`src/rtl/tbird_lights_param_if.sv`:
```
// rtl/tbird_lights_param_if.sv - driver-request and lamp-output bundle for the tail-light sequencer
interface tbird_lights_param_if #(
   parameter int LAMPS = 3
);
   logic             left;
   logic             right;
   logic             haz;
   logic             brake;
   logic [LAMPS-1:0] l_lights;
   logic [LAMPS-1:0] r_lights;
   logic             active;

   // Request side: the input synchroniser drives requests and may observe the lamps
   modport master (
      output left, right, haz, brake,
      input  l_lights, r_lights, active
   );

   // Sequencer side: consumes requests, drives the lamp bank
   modport slave (
      input  left, right, haz, brake,
      output l_lights, r_lights, active
   );
endinterface

```
`src/rtl/tbird_lights_param.sv`:
```
// rtl/tbird_lights_param.sv - parametrised tail-light sweep/hazard sequencer with brake overlay
module tbird_lights_param #(
   parameter int LAMPS = 3,
   parameter int DIV   = 1
) (
   input  logic                clk,
   input  logic                rst_b,
   tbird_lights_param_if.slave lights
);

   // rst_b is active-high despite its name: 1 holds the sequencer in reset.
   localparam int CNT_W = (DIV > 1) ? $clog2(DIV) : 1;
   localparam int PH_W  = $clog2(LAMPS + 1);

   localparam logic [CNT_W-1:0] CNT_LAST = CNT_W'(DIV - 1);
   localparam logic [PH_W-1:0]  PH_ONE   = PH_W'(1);
   localparam logic [PH_W-1:0]  PH_LAST  = PH_W'(LAMPS);

   // The sweeping side is held in mode; phase is the lit-lamp count k of Lk/Rk.
   typedef enum logic [1:0] {
      MODE_IDLE  = 2'd0,
      MODE_LEFT  = 2'd1,
      MODE_RIGHT = 2'd2,
      MODE_HAZ   = 2'd3
   } mode_t;

   logic [CNT_W-1:0] cnt;
   logic             tick;

   mode_t            mode;
   mode_t            mode_nxt;
   logic [PH_W-1:0]  phase;
   logic [PH_W-1:0]  phase_nxt;

   logic [LAMPS-1:0] therm;
   logic [LAMPS-1:0] l_base;
   logic [LAMPS-1:0] r_base;
   logic             l_free;
   logic             r_free;
   logic [LAMPS-1:0] l_out;
   logic [LAMPS-1:0] r_out;
   logic             act;

   // With DIV=1 the counter never leaves 0, so tick stays high every clock.
   assign tick = (cnt == CNT_LAST);

   // Free-running step prescaler: counts 0..DIV-1 and wraps on the tick
   always_ff @(posedge clk) begin
      if (rst_b) begin
         cnt <= '0;
      end else if (tick) begin
         cnt <= '0;
      end else begin
         cnt <= cnt + 1'b1;
      end
   end

   // State register; reset wins over any pending tick
   always_ff @(posedge clk) begin
      if (rst_b) begin
         mode  <= MODE_IDLE;
         phase <= '0;
      end else begin
         mode  <= mode_nxt;
         phase <= phase_nxt;
      end
   end

   // Next-state logic: requests only matter on tick edges, otherwise hold
   always_comb begin
      mode_nxt  = mode;
      phase_nxt = phase;
      if (tick) begin
         unique case (mode)
            MODE_IDLE: begin
               // Both turn signals together are treated as a hazard request.
               if (lights.haz || (lights.left && lights.right)) begin
                  mode_nxt  = MODE_HAZ;
                  phase_nxt = '0;
               end else if (lights.left) begin
                  mode_nxt  = MODE_LEFT;
                  phase_nxt = PH_ONE;
               end else if (lights.right) begin
                  mode_nxt  = MODE_RIGHT;
                  phase_nxt = PH_ONE;
               end
            end
            MODE_LEFT, MODE_RIGHT: begin
               // The last lit step always falls to the off step; haz cannot
               // pre-empt it, and turn inputs are ignored for the whole sweep.
               if (phase == PH_LAST) begin
                  mode_nxt  = MODE_IDLE;
                  phase_nxt = '0;
               end else if (lights.haz) begin
                  mode_nxt  = MODE_HAZ;
                  phase_nxt = '0;
               end else begin
                  phase_nxt = phase + PH_ONE;
               end
            end
            MODE_HAZ: begin
               mode_nxt  = MODE_IDLE;
               phase_nxt = '0;
            end
            default: begin
               mode_nxt  = MODE_IDLE;
               phase_nxt = '0;
            end
         endcase
      end
   end

   // Output decode: Moore lamp pattern, then brake forces every non-sweeping side on
   always_comb begin
      therm  = '0;
      l_base = '0;
      r_base = '0;
      l_free = 1'b1;
      r_free = 1'b1;
      act    = 1'b0;
      for (int i = 0; i < LAMPS; i++) begin
         therm[i] = (i < int'(phase));
      end
      unique case (mode)
         MODE_LEFT: begin
            l_base = therm;
            l_free = 1'b0;
            act    = 1'b1;
         end
         MODE_RIGHT: begin
            r_base = therm;
            r_free = 1'b0;
            act    = 1'b1;
         end
         MODE_HAZ: begin
            l_base = '1;
            r_base = '1;
            act    = 1'b1;
         end
         default: begin
            act = 1'b0;
         end
      endcase
      l_out = l_base | {LAMPS{lights.brake & l_free}};
      r_out = r_base | {LAMPS{lights.brake & r_free}};
   end

   assign lights.l_lights = l_out;
   assign lights.r_lights = r_out;
   assign lights.active   = act;

endmodule
```
`src/flat_wrapper.sv`:
```
// flat-port wrapper written by rule: the top's interface ports become plain ports
module tbird_lights_param_flat 
#(
   parameter int LAMPS = 3,
   parameter int DIV   = 1
)
  (clk, rst_b, lights_left, lights_right, lights_haz, lights_brake, lights_l_lights, lights_r_lights, lights_active);
  tbird_lights_param_if #(.LAMPS(LAMPS)) lights_i ();
  input  logic clk;
  input  logic rst_b;
  input wire logic [$bits(lights_i.left)-1:0] lights_left;
  input wire logic [$bits(lights_i.right)-1:0] lights_right;
  input wire logic [$bits(lights_i.haz)-1:0] lights_haz;
  input wire logic [$bits(lights_i.brake)-1:0] lights_brake;
  output wire logic [$bits(lights_i.l_lights)-1:0] lights_l_lights;
  output wire logic [$bits(lights_i.r_lights)-1:0] lights_r_lights;
  output wire logic [$bits(lights_i.active)-1:0] lights_active;
  assign lights_i.left = lights_left;
  assign lights_i.right = lights_right;
  assign lights_i.haz = lights_haz;
  assign lights_i.brake = lights_brake;
  assign lights_l_lights = lights_i.l_lights;
  assign lights_r_lights = lights_i.r_lights;
  assign lights_active = lights_i.active;
  tbird_lights_param #(.LAMPS(LAMPS), .DIV(DIV)) u_core (.clk(clk), .rst_b(rst_b), .lights(lights_i));
endmodule
```
`config.mk`:
```
export PLATFORM = sky130hd
export DESIGN_NAME = tbird_lights_param_flat
export DESIGN_NICKNAME = d
export VERILOG_FILES = /design/src/rtl/tbird_lights_param_if.sv /design/src/rtl/tbird_lights_param.sv /design/src/flat_wrapper.sv
export SDC_FILE = /design/constraint.sdc
export NUM_CORES = 1
export LEC_CHECK = 0
export CAP_MARGIN = 30
export CELL_PAD_IN_SITES_DETAIL_PLACEMENT = 1
export CELL_PAD_IN_SITES_GLOBAL_PLACEMENT = 1
export CORE_MARGIN = 1.5
export CORE_UTILIZATION = 29
export CTS_CLUSTER_SIZE = 30
export DETAILED_ROUTE_END_ITERATION = 10
export PLACE_DENSITY_LB_ADDON = 0.1
export SLEW_MARGIN = 20
export SYNTH_ARGS = -nofsm -noshare
export SYNTH_HDL_FRONTEND = slang
export SYNTH_SLANG_ARGS = --single-unit
export TNS_END_PERCENT = 5
```
`constraint.sdc`:
```
create_clock -name clk -period 1.4 [get_ports clk]
set_clock_uncertainty 0.15 [all_clocks]
set_input_delay 0.28 -clock clk [delete_from_list [all_inputs] [get_ports clk]]
set_output_delay 0.28 -clock clk [all_outputs]
set_load 0.01 [all_outputs]
```
==> metrics.md <==
| Metric | Value |
|---|---|
| Syn Nets | `76` |
| VDD IR max | `0.592 mV` |
| Overall routing resource usage | `0.230` |
| Critical Path RT | `between 0.9 and 1 ns` |
| Sw Pwr | `about 0.28 mW` |
| I/O Buffers | `12` |
| Clock transition at path regs | `around 0.050 ns` |
| Final setup fails | `11` |
| Finished Cell Area | `slightly below 900 um2` |
| Netlist Area Pre-Place | `just under 500 um2` |
| Pint | `slightly below 0.5 mW` |
| # IOs | `13` |
| Top cell type's share of synthesized area | `0.234` |
| Die H | `about 44 um` |
| Clk_lat worst skew | `0.25 ns` |
| Iteration-0 DRC Markers | `3` |
| Sequential share of power | `0.244` |
| Initial core utilization | `0.316` |
| RSZ-0062 raised after global routing | `yes` |
| Pwr per Cell Area | `between 800 and 900 mW/mm2` |
| Clock share of power | `0.230` |
| Gpl congestion | `between 0.7 and 0.8` |
| Final Util | `0.579` |
| Share of layout cells above drive strength 1 | `0.516` |
| Largest fanout on the critical path | `5` |
| Netlist cell types | `19` |
| Row cnt | `14` |
| Drt wl/cell | `17.2 um` |
| Longest Clk Path Bufs | `2` |
| Vias in the first global route | `640` |
| CTS root buffer | `clkbuf_4` |
| Area Growth Syn to Fin | `83.1%` |
| Post-DP Area | `roughly 760 um2` |
| Antenna violations before repair | `0` |
| Max-slew violations | `0` |
| Final WS setup | `-0.405 ns` |
| Min Hold Slack | `~0.48 ns` |
| CP Capture Type | `output port` |
| Metal2 WL | `1070 um` |
| Switching share of total power | `0.371` |
| Core box area | `roughly 0.0015 mm2` |
| Synth warnings | `0` |
| TritonCTS Buffers | `3` |
| Post-DR vias/cell | `5.33` |
| Drt drc | `0` |
| Hold Violations, Final | `0` |
| Crit start category | `register` |
| Max_cap viols | `0` |
| Clk sinks | `5` |
| Synth top area cells | `ha_1 23%, dfxtp_1 21%, a21oi_1 7.3%` |
| Die W | `43.8 um` |
| Cell taking the most area after synthesis | `ha_1` |
| Wire length on met1 | `746 um` |
| CTS H-tree depth | `1` |
| Setup CP Type | `reg2out` |
| DRT Wirelength | `approximately 1900 um` |
| Cells after Synth | `between 60 and 70` |
| First-pass GRT wire length | `~3200 um` |
| ANT cells | `0` |
| Synthesized flop and latch total | `5` |
| Pre-Repair DR Iteration Count | `3` |
| Total Die Area | `between 0.0015 and 0.002 mm2` |
| DP Worst Slack | `-0.742 ns` |
| Hpwl dp | `about 1200 um` |
| Pwr Total | `between 0.7 and 0.8 mW` |
| Outcome | `finished, violations left` |
| Routed wl met3 | `around 53 um` |
| Leakage | `0.379 nW` |
| Cts hold-fix bufs | `0` |
| Via Count | `between 500 and 600` |
| Synthesized area per cell | `around 7.9 um2` |
| CTS tree | `done` |
| Max Fclk | `0.554 GHz` |
| Failing checks | `setup timing` |
| Fill count | `~180` |
| Grt total ovfl | `0` |
| Minimum clock period after layout | `roughly 1.8 ns` |
| CP arrival | `approximately 1.4 ns` |
| Most frequent cells in the layout | `13 x buf_4, 6 x buf_2, 5 x inv_1, 5 x a21oi_1, 5 x ha_4` |
| Uppermost layer routed | `met4` |
| Comb power frac | `0.526` |
| Post-layout net count | `between 100 and 150` |
| Sequential element share of the synthesized area | `0.208` |
| Post-route insts no fill | `about 110` |
| Final worst path period share | `1.29` |
| Maximum number of pins on one net before global-route repair | `7` |
| Most common cell after layout, fill and taps aside | `buf_4` |
| Setup TNS Final | `-3.28 ns` |
| Post-Place Cells | `roughly 100` |
| Post-route ant nets | `0` |
| Worst Hold Class | `reg2reg` |
==> synth_stat cells <==
cell type and instances:
o32a_1 2, nand2_1 5, conb_1 1, nand4_1 1, nor2_1 3, nor3b_1 1, ha_1 9, o32ai_1 3
nor2b_1 1, a31oi_1 1, nor4b_4 1, a21oi_1 7, o21ai_0 7, a311oi_1 1, inv_1 8, nor3_1 1
dfxtp_1 5, nand2b_1 3, or3_1 1
==> area by class of cell <==
type / instances / area [um2] / area share
Tap cell: 16 / 20.0 / 0.0227
Multi-Input combinational cell: 48 / 470 / 0.533
Clock buffer: 4 / 26.3 / 0.0298
Inverter: 8 / 35.0 / 0.0397
Sequential cell: 5 / 109 / 0.123
Timing Repair Buffer: 28 / 221 / 0.251
==> logic make-up after synthesis <==
kind of cell	Yosys count	share of synthesized area
AND/OR/NAND/NOR	17	0.216
other	1	0.00778
flip-flops	5	0.208
AO/OA/AOI/OAI	21	0.273
buffers and inverters	8	0.0623
adder cells (fa/ha/maj)	9	0.234
==> repair_timing <==
| action | 4_1_cts | 5_1_grt |
|---|---|---|
| pin swaps | 4 | 4 |
| setup buffers | 2 | 0 |
| setup endpoints to repair | 11 | 11 |
| gates resized for setup | 51 | 6 |
| endpoints found under the hold margin | 0 | 0 |
==> worst paths after layout <==
kind,startpoint,to,slack [ns],depth (start not counted)
setup / recovery,u_core.mode[0]$_SDFFE_PP0P_,lights_r_lights[2],-0.41,6
hold / removal,u_core.phase[0]$_SDFFE_PP0P_,u_core.phase[0]$_SDFFE_PP0P_,0.48,3
setup reg to reg,u_core.mode[1]$_SDFFE_PP0P_,u_core.phase[0]$_SDFFE_PP0P_,-0.26,7
hold reg to reg,u_core.phase[0]$_SDFFE_PP0P_,u_core.phase[0]$_SDFFE_PP0P_,0.48,3
==> per-layer routing <==
metal | track usage | vias up
li1 | - | 283
met1 | 0.270 | 289
met2 | 0.421 | 7
met3 | 0.0625 | 2
met4 | 0.0364 | 0
met5 | 0 | -
==> power by group through the flow <==
stage          combinational (mW)  sequential (mW)  clock, mW
6_report                    0.402            0.187      0.175
5_1_grt                     0.433            0.188      0.196
4_1_cts                     0.369            0.184      0.182
3_5_place_dp                0.325            0.179          0
3_3_place_gp                0.315            0.178          0
2_1_floorplan               0.167            0.174          0
==> sequential cells by signal, summed over array words and instances (netlist names) <==
register,count
u_core.mode,2
u_core.phase,2
u_core.cnt,1
==> critical path, cell delays in order, from the launching register on <==
cell and delay (ns):
dfxtp_4 0.39, inv_4 0.06, ha_4 0.16, nand2b_4 0.14, nand2_1 0.06, o32a_1 0.16
buf_2 0.15
Note: power is estimated with default switching activity, not from simulation.
